`config.mk`:
```
export PLATFORM = sky130hd
export DESIGN_NAME = acc_sequencer
export DESIGN_NICKNAME = d
export VERILOG_FILES = /design/src/rtl/acc_sequencer_pkg.sv /design/src/rtl/acc_sequencer_prog_store.sv /design/src/rtl/acc_sequencer.sv
export SDC_FILE = /design/constraint.sdc
export NUM_CORES = 1
export LEC_CHECK = 0
export CAP_MARGIN = 20
export CORE_MARGIN = 5
export CORE_UTILIZATION = 35
export CTS_BUF_LIST = sky130_fd_sc_hd__clkbuf_8
export DETAILED_ROUTE_END_ITERATION = 10
export MAX_ROUTING_LAYER = met4
export SKIP_CTS_REPAIR_TIMING = 1
export SYNTH_ARGS = -nofsm -noshare
export SYNTH_HDL_FRONTEND = slang
export SYNTH_HIERARCHICAL = 1
export SYNTH_SLANG_ARGS = --single-unit
```
`constraint.sdc`:
```
create_clock -name CLK -period 8.45 [get_ports CLK]
set_clock_uncertainty 0.2 [all_clocks]
set_input_delay 0.845 -clock CLK [delete_from_list [all_inputs] [get_ports CLK]]
set_output_delay 0.845 -clock CLK [all_outputs]
set_load 0.02 [all_outputs]
```
`src/rtl/acc_sequencer_pkg.sv`:
```
package acc_sequencer_pkg;

  localparam int OP_MSB = 7;
  localparam int OP_LSB = 5;
  localparam int ARG_W  = 5;
  localparam int WORD_W = 8;

  localparam logic [2:0] OP_NOP  = 3'b000;
  localparam logic [2:0] OP_SETI = 3'b001;
  localparam logic [2:0] OP_WAIT = 3'b010;
  localparam logic [2:0] OP_CLR  = 3'b011;
  localparam logic [2:0] OP_JC   = 3'b100;
  localparam logic [2:0] OP_JMP  = 3'b101;
  localparam logic [2:0] OP_HALT = 3'b110;
  localparam logic [2:0] OP_RSVD = 3'b111;

  typedef enum logic [1:0] {
    ST_IDLE,
    ST_RUN,
    ST_WAIT,
    ST_DONE
  } state_t;

endpackage

```
`src/rtl/acc_sequencer_prog_store.sv`:
```
module prog_store
  import acc_sequencer_pkg::*;
#(
  parameter int DEPTH = 8,
  parameter int AW    = $clog2(DEPTH)
) (
  input  logic              i_clk,
  input  logic              i_we,
  input  logic [AW-1:0]     i_waddr,
  input  logic [WORD_W-1:0] i_wdata,
  input  logic [AW-1:0]     i_raddr,
  output logic [WORD_W-1:0] o_rdata
);

  logic [WORD_W-1:0] r_mem [DEPTH];

  always_ff @(posedge i_clk) begin
    if (i_we) r_mem[i_waddr] <= i_wdata;
  end

  assign o_rdata = r_mem[i_raddr];

endmodule

```
`src/rtl/acc_sequencer.sv`:
```
module acc_sequencer
  import acc_sequencer_pkg::*;
#(
  parameter int DEPTH = 8,
  parameter int AW    = $clog2(DEPTH)
) (
  input  logic              CLK,
  input  logic              RESET,
  input  logic              LOAD_VALID,
  input  logic [WORD_W-1:0] LOAD_DATA,
  output logic              LOAD_READY,
  input  logic              START,
  input  logic              FLUSH,
  input  logic              CARRY,
  output logic [ARG_W-1:0]  INSTR,
  output logic              WR_EN,
  output logic              DP_CLR,
  output logic              BUSY,
  output logic              DONE,
  output logic              ERR,
  output logic [AW-1:0]     STEP_ADDR
);

  localparam logic [AW:0] CNT_MAX = (AW+1)'(DEPTH);
  localparam logic [AW:0] CNT_ONE = (AW+1)'(1);
  localparam logic [ARG_W-1:0] ARG_ONE = ARG_W'(1);

  state_t            r_state;
  logic [AW:0]       r_count;
  logic [AW-1:0]     r_addr;
  logic [ARG_W-1:0]  r_wait;
  logic [ARG_W-1:0]  r_instr;
  logic              r_wr_en;
  logic              r_dp_clr;
  logic              r_err;

  logic [WORD_W-1:0] w_word;
  logic [2:0]        w_op;
  logic [ARG_W-1:0]  w_arg;
  logic [AW-1:0]     w_tgt;
  logic [AW:0]       w_next_full;
  logic              w_last;
  logic              w_tgt_bad;
  logic              w_idle_like;
  logic              w_load;

  prog_store #(
    .DEPTH (DEPTH),
    .AW    (AW)
  ) u_prog_store (
    .i_clk   (CLK),
    .i_we    (w_load),
    .i_waddr (r_count[AW-1:0]),
    .i_wdata (LOAD_DATA),
    .i_raddr (r_addr),
    .o_rdata (w_word)
  );

  assign w_op        = w_word[OP_MSB:OP_LSB];
  assign w_arg       = w_word[ARG_W-1:0];
  assign w_tgt       = w_arg[AW-1:0];
  assign w_next_full = {1'b0, r_addr} + CNT_ONE;
  assign w_last      = (w_next_full == r_count);
  assign w_tgt_bad   = ({1'b0, w_tgt} >= r_count);
  assign w_idle_like = (r_state == ST_IDLE) || (r_state == ST_DONE);
  assign w_load      = LOAD_VALID && LOAD_READY;

  assign LOAD_READY = w_idle_like && (r_count < CNT_MAX);
  assign BUSY       = (r_state == ST_RUN) || (r_state == ST_WAIT);
  assign DONE       = (r_state == ST_DONE);
  assign ERR        = r_err;
  assign INSTR      = r_instr;
  assign WR_EN      = r_wr_en;
  assign DP_CLR     = r_dp_clr;
  assign STEP_ADDR  = r_addr;

  always_ff @(posedge CLK) begin
    if (RESET) begin
      r_state  <= ST_IDLE;
      r_count  <= '0;
      r_addr   <= '0;
      r_wait   <= '0;
      r_instr  <= '0;
      r_wr_en  <= 1'b0;
      r_dp_clr <= 1'b0;
      r_err    <= 1'b0;
    end else begin
      r_instr  <= '0;
      r_wr_en  <= 1'b0;
      r_dp_clr <= 1'b0;

      if (w_load) r_count <= r_count + CNT_ONE;

      unique case (r_state)
        ST_IDLE, ST_DONE: begin
          if (FLUSH) begin
            r_count <= '0;
            r_state <= ST_IDLE;
            r_err   <= 1'b0;
          end else if (START) begin
            if (r_count != '0) begin
              r_state <= ST_RUN;
              r_addr  <= '0;
              r_err   <= 1'b0;
            end else begin
              r_err <= 1'b1;
            end
          end
        end

        ST_RUN: begin
          // Default: sequential advance; individual opcodes override below.
          if (w_last) r_state <= ST_DONE;
          else        r_addr  <= w_next_full[AW-1:0];

          unique case (w_op)
            OP_NOP: ;
            OP_SETI: begin
              r_instr <= w_arg;
              r_wr_en <= 1'b1;
            end
            OP_WAIT: begin
              // The execute cycle counts as the first of the arg cycles.
              if (w_arg > ARG_ONE) begin
                r_state <= ST_WAIT;
                r_wait  <= w_arg - ARG_ONE;
                r_addr  <= r_addr;
              end
            end
            OP_CLR: r_dp_clr <= 1'b1;
            OP_JC, OP_JMP: begin
              if ((w_op == OP_JMP) || CARRY) begin
                if (w_tgt_bad) begin
                  r_err   <= 1'b1;
                  r_state <= ST_DONE;
                  r_addr  <= r_addr;
                end else begin
                  r_state <= ST_RUN;
                  r_addr  <= w_tgt;
                end
              end
            end
            OP_HALT: begin
              r_state <= ST_DONE;
              r_addr  <= r_addr;
            end
            OP_RSVD: r_err <= 1'b1;
          endcase
        end

        ST_WAIT: begin
          if (r_wait == ARG_ONE) begin
            if (w_last) r_state <= ST_DONE;
            else begin
              r_state <= ST_RUN;
              r_addr  <= w_next_full[AW-1:0];
            end
          end else begin
            r_wait <= r_wait - ARG_ONE;
          end
        end
      endcase
    end
  end

endmodule

```
==> metrics.md <==
| Metric | Value |
|---|---|
| Run status | `completed` |
| Vias/cell | `roughly 5.2` |
| Syn Nets | `about 330` |
| Final core utilization | `0.408` |
| Crit Reg-Reg Startpoint | `STEP_ADDR[2]$_SDFFE_PP0P_` |
| Hold Fails Final Rpt | `0` |
| Syn Std Cell Area | `roughly 4000 um^2` |
| Final wirelength | `roughly 8400 um` |
| Synth Flop Type | `edfxtp_1` |
| Switching pwr | `187 uW` |
| Unrepaired setup endpoints after global routing | `no` |
| I/O pins | `28` |
| RR Endpoint | `r_wait[0]$_SDFFE_PP0P_` |
| FF-to-FF setup slack | `~4900 ps` |
| DIE WIDTH | `approximately 120 um` |
| ANT nets after route | `0` |
| Area of the multi-input gates | `between 1500 and 2000 um^2` |
| Die height | `around 120 um` |
| Setup-failing EPs final | `0` |
| P&R area growth vs syn | `14.0%` |
| Logic pwr share | `0.082` |
| Setup crit start | `STEP_ADDR[2]$_SDFFE_PP0P_` |
| Fmax | `between 200 and 300 MHz` |
| Yosys top cell area share | `0.468` |
| Cell area after placement | `4510 um^2` |
| Total power | `just under 800 uW` |
| Number of global-route vias before repair | `between 2000 and 3000` |
| Initial core utilization | `0.358` |
| Layout cells sized above 1 | `0.104` |
| Routability-driven placement congestion ratio | `approximately 0.80` |
| CTS Buf Count | `9` |
| # Max-Cap Violations | `0` |
| Period utilization | `0.419` |
| Warnings from Yosys | `6` |
| Fin crit period | `3540 ps` |
| Core Region | `about 11000 um^2` |
| Post-Syn Instances | `between 200 and 300` |
| WL/cell | `17.5 um` |
| Skew-Pair Late Insertion Delay | `350 ps` |
| Total vias in the final route | `~2500` |
| Max FO, Critical Path | `24` |
| Cell row count | `39` |
| Die area | `14000 um^2` |
| CTS tree | `yes` |
| Hold Slack | `between 200 and 300 ps` |
| Setup total negative slack | `0 ps` |
| CP arrival | `3600 ps` |
| Top cells by area, synth | `edfxtp_1 47%, dfxtp_1 11%, mux4_1 9.6%, ha_1 4.0%, a21oi_1 2.2%` |
| Clk root buf | `clkbuf_8` |
| Slew headroom | `0.356` |
| Initial antenna violation count | `0` |
| H-tree depth | `3` |
| Clock sinks | `86` |
| Avg Cell Area, Syn | `between 10 and 15 um^2` |
| Top-count cell post-synth | `edfxtp_1` |
| Crit path to | `r_wait[0]$_SDFFE_PP0P_` |
| Yosys reg bits | `between 80 and 90` |
| Pin count of the biggest net entering global routing | `25` |
| Power Dens Cells | `about 170 nW/um^2` |
| First-pass GRT wire length | `13500 um` |
| Area leader, netlist | `edfxtp_1` |
| Fill count | `1073` |
| Tot GR Track Use | `0.126` |
| Finished Cell Area | `4680 um^2` |
| Register area | `around 2400 um^2` |
| Grt total ovfl | `0` |
| Worst hold path class | `flop to flop` |
| Max-slew violations | `0` |
| Clk slew on worst S/H paths | `about 90 ps` |
| Crit. End Element | `flop` |
| Static Leak | `approximately 0.0016 uW` |
| Sequential share of the synthesized area | `0.576` |
| Switching share of total power | `0.240` |
| Hpwl dp | `5610 um` |
| Clock Power Share | `0.322` |
| Kind of start point of the critical path | `flop` |
| Fraction of registers with async set or reset after synthesis | `0` |
| Final nets | `357` |
| ANT cells | `0` |
| Port bufs | `27` |
| Critical Path RT | `8510 ps` |
| Path type of the worst setup path | `flop to flop` |
| Library cells used by synthesis | `between 50 and 60` |
| Clk buf depth | `2` |
| Worst reg2reg path depth | `8` |
| Worst vdd ir | `between 0.0001 and 0.00015 V` |
| DRC viols | `0` |
| Worst slew pin tran | `approximately 960 ps` |
| Top post-synthesis cells by count | `64 x edfxtp_1, 24 x nor2_1, 22 x dfxtp_1` |
| Post-synth EDFFs | `64` |
| Drt first pass iters | `6` |
| Sequential group share of total power | `0.596` |
| Int Pwr | `around 600 uW` |
| Initial DRC count | `~130` |
[sequential cells by signal, indices dropped and copies added, names as in the netlist]
register	cells
u_prog_store/r_mem	64
INSTR	5
r_wait	5
r_count	4
STEP_ADDR	3
r_state	2
DP_CLR	1
ERR	1
WR_EN	1
[layout make-up]
cell class / instances / area share
sequential: 86 / 0.505
clock buffer: 9 / 0.0265
timing repair buffer: 30 / 0.0626
inverter: 15 / 0.0120
clock inverter: 7 / 0.00909
tap: 143 / 0.0382
multi-input combinational: 188 / 0.347
[power by group through the flow]
stage               registers [uW]  clock network [uW]  logic (uW)
floorplan                      474                   0        39.3
global placement               474                   0        62.2
detailed placement             474                   0        63.7
CTS                            464                 261        64.3
global route                   465                 279        71.3
finish                         464                 251        63.9
[routing by layer]
metal  track usage  up-vias  part of all wire
li1              -     1213                 -
met1         0.153     1207              0.45
met2         0.201       64              0.48
met3        0.0468       10             0.049
met4        0.0315        0             0.013
met5             -        -                 0
[cell usage in the layout (no fill, tap or decap), types with 3 or more instances in the layout]
master	Yosys	layout
clkbuf_8	0	9
a211oi_1	4	4
nor2b_1	4	4
nand3_1	7	7
o31ai_1	3	3
and2_1	5	5
a21oi_1	18	18
buf_4	0	3
nor3_1	4	4
xor2_1	3	3
mux2_2	8	8
nand2b_1	7	7
mux4_1	15	15
nand3b_1	3	3
inv_1	15	17
xnor2_1	5	5
o21ai_0	5	5
dfxtp_1	22	22
ha_1	13	13
clkdlybuf4s50_1	0	27
nand2_1	18	18
nor2_1	24	24
edfxtp_1	64	64
[worst min path at each step]
stage	from	endpoint	slack (ps)	cells past startpoint
2_1_floorplan	r_state[1]$_SDFFE_PP0P_	r_state[1]$_SDFFE_PP0P_	270	2
3_3_place_gp	ERR$_SDFFE_PP0P_	ERR$_SDFFE_PP0P_	250	1
3_5_place_dp	ERR$_SDFFE_PP0P_	ERR$_SDFFE_PP0P_	260	1
4_1_cts	ERR$_SDFFE_PP0P_	ERR$_SDFFE_PP0P_	280	1
5_1_grt	ERR$_SDFFE_PP0P_	ERR$_SDFFE_PP0P_	310	1
6_report	ERR$_SDFFE_PP0P_	ERR$_SDFFE_PP0P_	270	1
[critical path, stage by stage (launching register included)]
cell and delay [ps]:
dfxtp_1 950, mux4_2 410, mux2_2 340, ha_1 210, o21bai_1 170, a2111o_1 430
a22oi_4 360, o21ai_2 100, a221oi_2 280
[logic make-up after synthesis]
logic type,count (synthesis),synth area share
simple gates,84,0.105
compound gates,57,0.105
fa+ha+maj,13,0.0396
xor+xnor,8,0.0171
flops,86,0.576
mux,26,0.128
buf+inv,25,0.0293
[stage by stage]
| step | instances | setup WS (ps) |
|---|---|---|
| after global routing | 478 | 4660 |
| after floorplan | 299 | 5090 |
| after detailed placement | 462 | 4940 |
| after CTS | 478 | 4900 |
| final | 478 | 4910 |
| after global placement | 462 | 4970 |
Note: power is estimated with default switching activity, not from simulation.
